<file path="config.mk">
export PLATFORM = sky130hd
export DESIGN_NAME = simon_round_controller
export DESIGN_NICKNAME = d
export VERILOG_FILES = /design/src/rtl/simon_round_controller.sv
export SDC_FILE = /design/constraint.sdc
export NUM_CORES = 1
export LEC_CHECK = 0
export ABC_AREA = 1
export CORE_MARGIN = 2
export CORE_UTILIZATION = 45
export DETAILED_ROUTE_END_ITERATION = 8
export PLACE_DENSITY = 0.67
export SLEW_MARGIN = 25
export SYNTH_ARGS = -nofsm -noshare
export SYNTH_HDL_FRONTEND = slang
export SYNTH_SLANG_ARGS = --single-unit
</file>
<file path="constraint.sdc">
create_clock -name clk -period 4.1 [get_ports clk]
set_input_delay 0.82 -clock clk [delete_from_list [all_inputs] [get_ports clk]]
set_output_delay 0.82 -clock clk [all_outputs]
set_load 0.02 [all_outputs]
</file>
<file path="src/rtl/simon_round_controller.sv">
// simon_round_controller
// Round sequencer for the Simon game: grows the colour sequence by one entry
// per round, asks the player block to replay it, then checks the button
// presses against the stored sequence and reports score / win / lose.
module simon_round_controller #(
  parameter int MAX_LEN        = 10,
  parameter int TIMEOUT_CYCLES = 150000000
) (
  input  logic                 clk,
  input  logic                 rst,
  input  logic                 start,
  input  logic [2:0]           rand_colour,
  input  logic [4:0]           btn,
  input  logic                 doneplaying,
  output logic                 generate_new,
  output logic                 play,
  output logic [3:0]           num_colours_generated,
  output logic [5*MAX_LEN-1:0] colours_generated,
  output logic [3:0]           score,
  output logic                 busy,
  output logic                 win,
  output logic                 lose
);

  typedef enum logic [2:0] {
    S_IDLE,
    S_GEN,
    S_LATCH,
    S_PLAY,
    S_INPUT,
    S_WIN,
    S_LOSE
  } state_t;

  localparam logic [31:0] TIMER_LAST = 32'(TIMEOUT_CYCLES - 1);
  localparam logic [3:0]  LEN_MAX    = 4'(MAX_LEN);

  state_t      state_q;
  logic [3:0]  num_q;
  logic [3:0]  score_q;
  logic [3:0]  idx_q;
  logic [31:0] timer_q;
  logic        gen_q;
  logic        play_q;
  logic        busy_q;
  logic        win_q;
  logic        lose_q;

  logic        store_clear_d;
  logic        store_write_d;
  logic [4:0]  new_code_d;
  logic [4:0]  exp_slot_d;
  logic [3:0]  idx_next_d;

  // LFSR value to one-hot colour; upper codes fold back onto the four lower
  // colours so every 3-bit value maps to a legal button.
  function automatic logic [4:0] decode_colour(input logic [2:0] c);
    logic [4:0] code;
    case (c)
      3'b000:  code = 5'b00001;
      3'b001:  code = 5'b00010;
      3'b010:  code = 5'b00100;
      3'b011:  code = 5'b01000;
      3'b100:  code = 5'b10000;
      3'b101:  code = 5'b01000;
      3'b110:  code = 5'b00100;
      default: code = 5'b00010;
    endcase
    return code;
  endfunction

  // Store control and lookup of the slot the player must press next.
  always_comb begin
    store_clear_d = start && ((state_q == S_IDLE) || (state_q == S_WIN) ||
                              (state_q == S_LOSE));
    store_write_d = (state_q == S_LATCH);
    new_code_d    = decode_colour(rand_colour);
    idx_next_d    = idx_q + 4'd1;
    exp_slot_d    = '0;
    for (int i = 0; i < MAX_LEN; i++) begin
      if (idx_q == 4'(i)) begin
        exp_slot_d = colours_generated[5*i +: 5];
      end
    end
  end

  // One register per sequence slot; a slot is written only when it is the
  // next free position, so slots beyond the current length remain zero.
  for (genvar gi = 0; gi < MAX_LEN; gi++) begin : g_slot
    logic [4:0] slot_q;

    // Slot storage: cleared by reset or a new game, loaded in LATCH.
    always_ff @(posedge clk) begin
      if (rst || store_clear_d) begin
        slot_q <= '0;
      end else if (store_write_d && (num_q == 4'(gi))) begin
        slot_q <= new_code_d;
      end
    end

    assign colours_generated[5*gi +: 5] = slot_q;
  end

  // Round FSM with all status outputs registered alongside the state.
  always_ff @(posedge clk) begin
    if (rst) begin
      state_q <= S_IDLE;
      num_q   <= '0;
      score_q <= '0;
      idx_q   <= '0;
      timer_q <= '0;
      gen_q   <= 1'b0;
      play_q  <= 1'b0;
      busy_q  <= 1'b0;
      win_q   <= 1'b0;
      lose_q  <= 1'b0;
    end else begin
      gen_q <= 1'b0;
      case (state_q)
        S_IDLE, S_WIN, S_LOSE: begin
          if (start) begin
            num_q   <= '0;
            score_q <= '0;
            win_q   <= 1'b0;
            lose_q  <= 1'b0;
            busy_q  <= 1'b1;
            gen_q   <= 1'b1;
            state_q <= S_GEN;
          end
        end
        S_GEN: begin
          state_q <= S_LATCH;
        end
        S_LATCH: begin
          num_q   <= num_q + 4'd1;
          play_q  <= 1'b1;
          state_q <= S_PLAY;
        end
        S_PLAY: begin
          if (doneplaying) begin
            play_q  <= 1'b0;
            idx_q   <= '0;
            timer_q <= '0;
            state_q <= S_INPUT;
          end
        end
        S_INPUT: begin
          if (btn == 5'b00000) begin
            timer_q <= timer_q + 32'd1;
            if (timer_q == TIMER_LAST) begin
              lose_q  <= 1'b1;
              busy_q  <= 1'b0;
              state_q <= S_LOSE;
            end
          end else if (btn == exp_slot_d) begin
            timer_q <= '0;
            idx_q   <= idx_next_d;
            if (idx_next_d == num_q) begin
              score_q <= num_q;
              if (num_q == LEN_MAX) begin
                win_q   <= 1'b1;
                busy_q  <= 1'b0;
                state_q <= S_WIN;
              end else begin
                gen_q   <= 1'b1;
                state_q <= S_GEN;
              end
            end
          end else begin
            // Wrong colour or several buttons at once: game over.
            lose_q  <= 1'b1;
            busy_q  <= 1'b0;
            state_q <= S_LOSE;
          end
        end
        default: begin
          state_q <= S_IDLE;
        end
      endcase
    end
  end

  assign generate_new          = gen_q;
  assign play                  = play_q;
  assign num_colours_generated = num_q;
  assign score                 = score_q;
  assign busy                  = busy_q;
  assign win                   = win_q;
  assign lose                  = lose_q;

endmodule

</file>
==> results of run 1 <==
==> registers in the layout, summed over array words and instances (netlist names) <==
register / flops
busy: 1
g_slot.slot_q: 50
generate_new: 1
idx_q: 4
lose: 1
num_colours_generated: 4
play: 1
score: 4
state_q: 3
timer_q: 32
win: 1
==> power by group through the flow <==
| stage | logic [mW] | clock network [mW] | registers [mW] |
|---|---|---|---|
| 2_1_floorplan | 0.401 | 0 | 1.11 |
| 3_3_place_gp | 0.619 | 0 | 1.09 |
| 3_5_place_dp | 0.616 | 0 | 1.09 |
| 4_1_cts | 0.617 | 0.804 | 1.07 |
| 5_1_grt | 0.686 | 0.828 | 1.07 |
| 6_report | 0.622 | 0.785 | 1.07 |
==> per-stage QoR <==
| stage | util | std cells |
|---|---|---|
| 6_report | 0.545 | 1197 |
| 5_1_grt | 0.545 | 1197 |
| 4_1_cts | 0.545 | 1197 |
| 3_5_place_dp | 0.526 | 1182 |
| 3_3_place_gp | 0.526 | 1182 |
| 2_1_floorplan | - | 954 |
==> kinds of logic (layout without fill, tap and decap cells) <==
| logic type | after synthesis | in the layout |
|---|---|---|
| flip-flops | 102 | 102 |
| adder cells (fa/ha/maj) | 9 | 9 |
| buffers and inverters | 157 | 224 |
| XOR/XNOR | 15 | 15 |
| AO/OA/AOI/OAI | 125 | 125 |
| AND/OR/NAND/NOR | 546 | 546 |
==> cells in the mapped netlist <==
cell type	number	area (um^2)
sky130_fd_sc_hd__xnor2_1	2	17.5
sky130_fd_sc_hd__nor4_1	10	62.6
sky130_fd_sc_hd__a211oi_1	2	15.0
sky130_fd_sc_hd__nor3_1	31	155
sky130_fd_sc_hd__nand3_1	59	295
sky130_fd_sc_hd__nor2_1	89	334
sky130_fd_sc_hd__nor3_2	1	10.0
sky130_fd_sc_hd__nand2_4	1	11.3
sky130_fd_sc_hd__nand2_1	260	976
sky130_fd_sc_hd__buf_1	2	7.51
sky130_fd_sc_hd__a21oi_1	101	505
sky130_fd_sc_hd__o21ai_1	4	20.0
sky130_fd_sc_hd__nor2_4	3	33.8
sky130_fd_sc_hd__inv_1	109	409
sky130_fd_sc_hd__clkbuf_1	25	93.8
sky130_fd_sc_hd__xor2_1	13	114
sky130_fd_sc_hd__dfxtp_1	102	2040
sky130_fd_sc_hd__nand3_2	2	20.0
sky130_fd_sc_hd__a221oi_1	1	8.76
sky130_fd_sc_hd__ha_1	9	113
sky130_fd_sc_hd__buf_2	2	10.0
sky130_fd_sc_hd__or2_1	3	18.8
sky130_fd_sc_hd__buf_4	3	22.5
sky130_fd_sc_hd__nand2_2	6	37.5
sky130_fd_sc_hd__nand4_1	64	400
sky130_fd_sc_hd__or2_2	8	50.1
sky130_fd_sc_hd__buf_6	1	11.3
sky130_fd_sc_hd__o221ai_1	1	8.76
sky130_fd_sc_hd__nor3b_1	1	7.51
sky130_fd_sc_hd__o21ai_0	16	80.1
sky130_fd_sc_hd__inv_2	9	33.8
sky130_fd_sc_hd__nor2_2	3	18.8
sky130_fd_sc_hd__nand3b_1	5	37.5
sky130_fd_sc_hd__clkinv_1	6	22.5
==> area by class of cell <==
cell class,instances,area share
Clock buffer,13,0.0336
Clock inverter,2,0.00140
Inverter,124,0.0650
Multi-Input combinational cell,695,0.469
Sequential cell,102,0.285
Tap cell,176,0.0308
Timing Repair Buffer,85,0.115
==> how the worst max path moves through the flow <==
stage,from,endpoint,cells past startpoint
after detailed placement,idx_q[0],idx_q[3],20
after CTS,idx_q[0],idx_q[3],20
final,idx_q[0],idx_q[3],20
after global placement,idx_q[0],idx_q[3],20
after global routing,idx_q[0],idx_q[3],20
after floorplan,btn[0],timer_q[21],8
==> routing by layer <==
layer	global-route usage	vias to the layer above
met1	0.348	2893
met3	0.0418	29
met2	0.384	186
met5	0	-
li1	-	3248
met4	0.0853	0
==> worst reg2reg max path: cells and delay by family (launching register included) <==
kind                     cells  cell delay (ns)
AO/OA/AOI/OAI                1             0.06
adder cells (fa/ha/maj)      1             0.43
buffers and inverters        3             0.35
flip-flops                   1             0.47
AND/OR/NAND/NOR             15             1.70
==> impl_metrics.prom, run 1 <==
# TYPE chip_impl_metric gauge
chip_impl_info{name="outcome",value="finished clean"} 1
chip_impl_info{name="hold_path_startpoint",value="lose"} 1
chip_impl_info{name="grt_setup_unrepaired",value="no"} 1
chip_impl_metric{name="max_clock_freq",unit="GHz"} 0.316
chip_impl_metric{name="p_clk_frac",unit=""} 0.317
chip_impl_metric{name="synth.lib_cells_used.distinct",unit=""} 34
chip_impl_metric{name="report.final.setup_viol",unit=""} 0
chip_impl_info{name="critical-path-top-delay-family",value="simple AND/OR/NAND/NOR gates"} 1
chip_impl_info{name="clock_tree_from_tritoncts",value="done"} 1
chip_impl_metric{name="die_width",unit="um"} 120
chip_impl_metric{name="place_area",unit="mm^2"} 0.00691
chip_impl_metric{name="post_synth.cell_area_avg",unit="um^2"} 6.29
chip_impl_metric{name="final.setup_skew",unit="ns"} 0.0102
chip_impl_metric{name="whs_path_depth",unit=""} 2
chip_impl_metric{name="floorplan.initialDensity",unit=""} 0.457
chip_impl_metric{name="final_area",unit="mm^2"} 0.00716
chip_impl_metric{name="drt.antenna.violating_nets",unit=""} 0
chip_impl_metric{name="drv_slew",unit=""} 0
chip_impl_metric{name="cp_num_buf_inv",unit=""} 3
chip_impl_metric{name="met2WireLength",unit="mm"} 7.75
chip_impl_metric{name="area_growth",unit="%"} 19.3
chip_impl_metric{name="register_area",unit="mm^2"} 0.00204
chip_impl_info{name="setup.worst_path.class",value="reg -> reg"} 1
chip_impl_info{name="r2r-start",value="idx_q[0]"} 1
chip_impl_metric{name="synth_net_count",unit=""} 975
chip_impl_info{name="worst_setup_path_end_kind",value="register"} 1
chip_impl_metric{name="multi_input_area",unit="mm^2"} 0.00336
chip_impl_metric{name="totalNegativeSetupSlack",unit="ns"} 0
chip_impl_metric{name="ff2ff_path_depth",unit=""} 20
chip_impl_metric{name="basic_gate_share_of_the_synthesized_area_counting_and_or_nand_and_nor_cells",unit=""} 0.411
chip_impl_metric{name="track_usage",unit=""} 0.247
chip_impl_metric{name="synthMuxAreaShare",unit=""} 0
chip_impl_info{name="worst_r2r_endpoint",value="idx_q[3]"} 1
chip_impl_metric{name="grt_first_pass_wirelength",unit="mm"} 28.6
chip_impl_metric{name="clk_path_buf_depth",unit=""} 2
chip_impl_metric{name="worst_path_largest_cell_delay",unit="ns"} 0.47
chip_impl_metric{name="total_power",unit="mW"} 2.48
chip_impl_info{name="synth_top_family_by_area",value="simple AND/OR/NAND/NOR gates"} 1
chip_impl_metric{name="clock-sinks",unit=""} 102
chip_impl_metric{name="hold_buffers",unit=""} 0
chip_impl_metric{name="grt_overflow",unit=""} 0
chip_impl_metric{name="ctsHtreeMaxLevel",unit=""} 3
chip_impl_metric{name="slew_headroom",unit=""} 0.368
chip_impl_metric{name="worst_endpoint_required_time",unit="ns"} 4.33
chip_impl_metric{name="final_min_period_over_clock_period",unit=""} 0.772
chip_impl_metric{name="p_sw_frac",unit=""} 0.349
chip_impl_metric{name="antenna_cells_inserted",unit=""} 0
chip_impl_metric{name="finalHoldViolCount",unit=""} 0
chip_impl_metric{name="die-height",unit="um"} 120
chip_impl_info{name="timing.hold.worst_endpoint",value="lose"} 1
chip_impl_metric{name="core_region_area",unit="mm^2"} 0.0131
chip_impl_metric{name="synth-adder-area-share",unit=""} 0.0188
chip_impl_metric{name="p_sw",unit="mW"} 0.864
chip_impl_metric{name="worst_slack",unit="ns"} 0.935
chip_impl_info{name="commonest_non_fill_non_tap_cell_in_the_layout",value="sky130_fd_sc_hd__nand2_1"} 1
chip_impl_metric{name="detailedPlace.worstSlack",unit="ns"} 0.963
chip_impl_metric{name="worstMarginPinSlew",unit="ns"} 0.943
chip_impl_metric{name="post_synthesis_sequential_element_count",unit=""} 102
chip_impl_metric{name="post_cts_resized",unit=""} 0
chip_impl_metric{name="post_synth_xor_xnor_area",unit=""} 0.0219
chip_impl_metric{name="wl_per_cell",unit="um"} 14.5
chip_impl_metric{name="tritoncts.num_buffers",unit=""} 9
chip_impl_metric{name="remaining_drc_errors",unit=""} 0
chip_impl_metric{name="routedLengthMet1",unit="mm"} 8.34
chip_impl_info{name="clk_root_buffer_cell",value="sky130_fd_sc_hd__clkbuf_16"} 1
chip_impl_info{name="critPathSlowestCell",value="sky130_fd_sc_hd__dfxtp_1"} 1
chip_impl_metric{name="via_per_inst",unit=""} 5.31
chip_impl_metric{name="synth-compound-area-share",unit=""} 0.106
chip_impl_metric{name="share_seq_of_total_power",unit=""} 0.432
chip_impl_metric{name="setup.reg_to_reg.worst_slack",unit="ns"} 0.94
chip_impl_metric{name="finish.net_count",unit=""} 1038
chip_impl_metric{name="fraction_of_final_layout_cells_with_drive_strength_greater_than_1",unit=""} 0.0558
chip_impl_info{name="mostFrequentLayoutCells",value="sky130_fd_sc_hd__nand2_1 (259), sky130_fd_sc_hd__inv_1 (109), sky130_fd_sc_hd__dfxtp_1 (102), sky130_fd_sc_hd__a21oi_1 (101), sky130_fd_sc_hd__nor2_1 (89)"} 1
chip_impl_metric{name="gpl.final_weighted_congestion",unit=""} 0.902
chip_impl_metric{name="synth.yosys.warnings",unit=""} 0
chip_impl_metric{name="met3_layer_wire_length_in_the_routed_design",unit="um"} 892
chip_impl_info{name="worst_path_most_repeated_cell",value="sky130_fd_sc_hd__nand2_1"} 1
chip_impl_metric{name="peakVddDrop",unit="mV"} 0.206
chip_impl_metric{name="total_leakage_power",unit="nW"} 2.52
chip_impl_metric{name="buffer_ports.inserted",unit=""} 74
chip_impl_metric{name="worstPathMaxFanout",unit=""} 33
chip_impl_metric{name="core.rowCount",unit=""} 42
chip_impl_metric{name="powerDensity",unit="mW/mm^2"} 346
chip_impl_info{name="crit_path_start_kind",value="register"} 1
chip_impl_metric{name="combPwrFrac",unit=""} 0.251
chip_impl_metric{name="worstPathArrival",unit="ns"} 3.39
chip_impl_info{name="top_layer",value="met4"} 1
chip_impl_metric{name="via_count_of_the_first_global_routing_pass",unit=""} 5661
chip_impl_metric{name="grt_max_degree",unit=""} 53
chip_impl_metric{name="detailroute.via_count",unit=""} 6356
chip_impl_metric{name="total_die_area",unit="mm^2"} 0.0143
chip_impl_metric{name="cts_setup_buffers",unit=""} 0
chip_impl_metric{name="antenna_found_initial",unit=""} 0
chip_impl_metric{name="detailed_placement_hpwl",unit="mm"} 12.6
chip_impl_metric{name="io-pin-count",unit=""} 75
chip_impl_info{name="timing.hold.worst.class",value="reg -> reg"} 1
chip_impl_metric{name="synthCells",unit=""} 954
chip_impl_metric{name="finalWorstPathRequiredPeriod",unit="ns"} 3.16
chip_impl_metric{name="ys_seq_area_frac",unit=""} 0.340
chip_impl_info{name="crit_path_cell_trace",value="ha_1, nand3_1, inv_1, nand2_1, nand2_1, clkinv_1, nand2_1, nand3_1, nand3_1, nand2_1, nand2_1, nand2_2, inv_2, nand3_2, nor2_4, nand2_4, nand2_2, nand2_2, nand2_1, a21oi_1"} 1
chip_impl_metric{name="worstSkewPairLatency",unit="ns"} 0.36
chip_impl_metric{name="post_synth_instance_area",unit="mm^2"} 0.00600
chip_impl_metric{name="cap_viol_max_count",unit=""} 0
chip_impl_metric{name="intPower",unit="mW"} 1.61
chip_impl_metric{name="clk_pin_slew",unit="ns"} 0.07
chip_impl_metric{name="drt-initial-drc-count",unit=""} 649
chip_impl_metric{name="hold_slack",unit="ns"} 0.449
chip_impl_metric{name="drt_wl_total",unit="mm"} 17.3
chip_impl_metric{name="detailedRoute.firstPassIterationCount",unit=""} 5
chip_impl_metric{name="n_fill_cell",unit=""} 1333
(Power assumes the default switching activity.)
==> run 2: changes to the inputs <==
--- a/config.mk
+++ b/config.mk
@@ -9,7 +9,7 @@
 export CORE_MARGIN = 2
 export CORE_UTILIZATION = 45
 export DETAILED_ROUTE_END_ITERATION = 8
-export PLACE_DENSITY = 0.67
+export PLACE_DENSITY = 0.69
 export SLEW_MARGIN = 25
 export SYNTH_ARGS = -nofsm -noshare
 export SYNTH_HDL_FRONTEND = slang
==> constraint.sdc (replaced) <==
create_clock -name clk -period 2.65 [get_ports clk]
set_input_delay 0.53 -clock clk [delete_from_list [all_inputs] [get_ports clk]]
set_output_delay 0.53 -clock clk [all_outputs]
set_load 0.02 [all_outputs]
==> impl_metrics.prom, run 2 (synthesis gave the netlist of run 1 again) <==
# TYPE chip_impl_metric gauge
chip_impl_info{name="outcome",value="finished clean"} 1
chip_impl_metric{name="buffer_ports.inserted",unit=""} 74
chip_impl_metric{name="track_usage",unit=""} 0.244
chip_impl_metric{name="ctsHtreeMaxLevel",unit=""} 3
chip_impl_metric{name="worstMarginPinSlew",unit="ns"} 0.767
chip_impl_metric{name="total_leakage_power",unit="nW"} 2.74
chip_impl_metric{name="core_region_area",unit="mm^2"} 0.0131
chip_impl_info{name="mostFrequentLayoutCells",value="sky130_fd_sc_hd__nand2_1 (249), sky130_fd_sc_hd__inv_1 (106), sky130_fd_sc_hd__a21oi_1 (99), sky130_fd_sc_hd__dfxtp_1 (98), sky130_fd_sc_hd__nor2_1 (85)"} 1
chip_impl_metric{name="floorplan.initialDensity",unit=""} 0.457
chip_impl_metric{name="total_die_area",unit="mm^2"} 0.0143
chip_impl_info{name="setup.worst_path.class",value="reg -> reg"} 1
chip_impl_metric{name="peakVddDrop",unit="mV"} 0.295
chip_impl_metric{name="hold_slack",unit="ns"} 0.450
chip_impl_metric{name="cap_viol_max_count",unit=""} 0
chip_impl_metric{name="detailed_placement_hpwl",unit="mm"} 12.8
chip_impl_metric{name="core.rowCount",unit=""} 42
chip_impl_metric{name="max_clock_freq",unit="GHz"} 0.402
chip_impl_metric{name="worstSkewPairLatency",unit="ns"} 0.36
chip_impl_metric{name="wl_per_cell",unit="um"} 14.8
chip_impl_metric{name="die_width",unit="um"} 120
chip_impl_metric{name="finalHoldViolCount",unit=""} 0
chip_impl_metric{name="grt_overflow",unit=""} 0
chip_impl_metric{name="total_power",unit="mW"} 4.05
chip_impl_metric{name="detailedRoute.firstPassIterationCount",unit=""} 5
chip_impl_info{name="worst_setup_path_end_kind",value="register"} 1
chip_impl_metric{name="final_min_period_over_clock_period",unit=""} 0.938
chip_impl_info{name="top_register",value="g_slot.slot_q"} 1
chip_impl_metric{name="die-height",unit="um"} 120
chip_impl_metric{name="antenna_found_initial",unit=""} 0
chip_impl_info{name="timing.hold.worst_endpoint",value="lose"} 1
chip_impl_info{name="timing.hold.worst.class",value="reg -> reg"} 1
chip_impl_metric{name="io-pin-count",unit=""} 75
chip_impl_metric{name="area_growth",unit="%"} 28.2
chip_impl_metric{name="tritoncts.num_buffers",unit=""} 9
chip_impl_metric{name="clk_pin_slew",unit="ns"} 0.07
chip_impl_metric{name="detailedPlace.worstSlack",unit="ns"} 0.0315
chip_impl_info{name="worst_r2r_endpoint",value="timer_q[22]"} 1
chip_impl_metric{name="powerDensity",unit="mW/mm^2"} 527
chip_impl_info{name="crit_path_start_kind",value="register"} 1
chip_impl_metric{name="via_per_inst",unit=""} 5.36
chip_impl_metric{name="via_count_of_the_first_global_routing_pass",unit=""} 5563
chip_impl_metric{name="worstPathArrival",unit="ns"} 2.71
chip_impl_metric{name="gpl.final_weighted_congestion",unit=""} 0.949
chip_impl_metric{name="remaining_drc_errors",unit=""} 0
chip_impl_info{name="layout_top_registers",value="g_slot.slot_q x50, timer_q x32"} 1
chip_impl_info{name="clk_root_buffer_cell",value="sky130_fd_sc_hd__clkbuf_16"} 1
chip_impl_metric{name="fraction_of_final_layout_cells_with_drive_strength_greater_than_1",unit=""} 0.115
chip_impl_metric{name="grt_max_degree",unit=""} 53
chip_impl_metric{name="flip_flop_count_of_the_largest_register_after_layout",unit=""} 50
chip_impl_metric{name="worst_slack",unit="ns"} 0.164
chip_impl_metric{name="finalWorstPathRequiredPeriod",unit="ns"} 2.49
chip_impl_info{name="clock_tree_from_tritoncts",value="done"} 1
chip_impl_metric{name="drt.antenna.violating_nets",unit=""} 0
chip_impl_info{name="hold_path_startpoint",value="lose"} 1
chip_impl_metric{name="drt-initial-drc-count",unit=""} 697
chip_impl_metric{name="whs_path_depth",unit=""} 2
chip_impl_metric{name="slew_headroom",unit=""} 0.485
chip_impl_metric{name="setup.reg_to_reg.worst_slack",unit="ns"} 0.16
chip_impl_metric{name="drt_wl_total",unit="mm"} 18.1
chip_impl_metric{name="grt_first_pass_wirelength",unit="mm"} 28.2
chip_impl_metric{name="worst_endpoint_required_time",unit="ns"} 2.88
chip_impl_info{name="r2r-start",value="idx_q[1]"} 1
chip_impl_metric{name="finish.net_count",unit=""} 1064
chip_impl_metric{name="drv_slew",unit=""} 0
chip_impl_metric{name="clock-sinks",unit=""} 102
chip_impl_metric{name="ff2ff_path_depth",unit=""} 20
chip_impl_metric{name="postLayoutCoreUtil",unit=""} 0.586
chip_impl_metric{name="antenna_cells_inserted",unit=""} 0
chip_impl_metric{name="hold_buffers",unit=""} 0
chip_impl_metric{name="detailroute.via_count",unit=""} 6555
chip_impl_metric{name="report.final.setup_viol",unit=""} 0
chip_impl_metric{name="clk_path_buf_depth",unit=""} 2
chip_impl_metric{name="final.setup_skew",unit="ns"} 0.0111
chip_impl_metric{name="worstPathMaxFanout",unit=""} 6
chip_impl_info{name="commonest_non_fill_non_tap_cell_in_the_layout",value="sky130_fd_sc_hd__nand2_1"} 1
[run 2: cell count changes in the layout (fill, tap and decap cells not counted), moves of 4 or more]
cell	previous run	this run
sky130_fd_sc_hd__buf_4	11	25
sky130_fd_sc_hd__nand3_2	2	9
sky130_fd_sc_hd__nand2_1	259	249
sky130_fd_sc_hd__nand2_4	1	5
sky130_fd_sc_hd__nand2_2	7	12
sky130_fd_sc_hd__dfxtp_1	102	98
sky130_fd_sc_hd__nor2_1	89	85
sky130_fd_sc_hd__nand3_1	59	50
[run 2: metrics by stage]
stage / area (um^2) / cells / setup TNS [ns]
3_5_place_dp: 7040 / 1199 / 0
6_report: 7690 / 1224 / 0
4_1_cts: 7340 / 1215 / 0
5_1_grt: 7690 / 1224 / -0.0580
2_1_floorplan: 6000 / 954 / 0
3_3_place_gp: 7040 / 1199 / 0
[run 2: report_power, final]
group | leakage, nW | switching (mW) | internal (mW) | total [mW]
logic | 1.77 | 0.718 | 0.322 | 1.04
clock network | 0.144 | 0.604 | 0.761 | 1.37
registers | 0.826 | 0.0596 | 1.59 | 1.65
total | 2.74 | 1.38 | 2.67 | 4.05
[run 2: how the worst max path moves through the flow]
stage          startpoint     endpoint  slack, ns  depth (start not counted)
2_1_floorplan    idx_q[0]     score[0]       0.41                         16
3_3_place_gp     idx_q[0]     score[3]       0.07                         16
3_5_place_dp     idx_q[0]  timer_q[10]       0.03                         15
4_1_cts          idx_q[0]  timer_q[10]       0.02                         15
5_1_grt          idx_q[0]   timer_q[7]      -0.02                         17
6_report         idx_q[1]  timer_q[22]       0.16                         20
[run 2: cell type report]
| cell class | count | area (um^2) |
|---|---|---|
| Tap cell | 176 | 220 |
| Clock buffer | 13 | 250 |
| Clock inverter | 3 | 43.8 |
| Inverter | 124 | 473 |
| Fill cell | 1247 | 5440 |
| Timing Repair Buffer | 111 | 1120 |
| Multi-Input combinational cell | 695 | 3530 |
| Sequential cell | 102 | 2050 |
[run 2: worst max-delay path: stages, from the launching register on]
cell	delay, ns
sky130_fd_sc_hd__dfxtp_4	0.38
sky130_fd_sc_hd__inv_4	0.05
sky130_fd_sc_hd__ha_4	0.16
sky130_fd_sc_hd__buf_6	0.13
sky130_fd_sc_hd__nor2_2	0.10
sky130_fd_sc_hd__nand3_1	0.06
sky130_fd_sc_hd__nand3_1	0.09
sky130_fd_sc_hd__nand2_1	0.06
sky130_fd_sc_hd__nand2_1	0.06
sky130_fd_sc_hd__nand2_1	0.06
sky130_fd_sc_hd__nand2_1	0.07
sky130_fd_sc_hd__nand3_1	0.09
sky130_fd_sc_hd__nand3_2	0.10
sky130_fd_sc_hd__nand3_1	0.09
sky130_fd_sc_hd__nand2_2	0.11
sky130_fd_sc_hd__nand3_4	0.08
sky130_fd_sc_hd__nor2_4	0.19
sky130_fd_sc_hd__nand2_8	0.13
sky130_fd_sc_hd__clkbuf_16	0.19
sky130_fd_sc_hd__nand4_1	0.07
sky130_fd_sc_hd__a21oi_1	0.08
[run 2: repair_timing]
action,in CTS,in global routing
gates resized for setup,0,63
endpoints found under the setup margin,0,46
buffers inserted,0,5
[run 2: layer usage]
layer / GRT usage / vias to the layer above / wire, um
li1: - / 3306 / -
met1: 0.337 / 3038 / 8440
met2: 0.389 / 185 / 8360
met3: 0.0471 / 26 / 973
met4: 0.0721 / 0 / 313
met5: 0 / - / 0
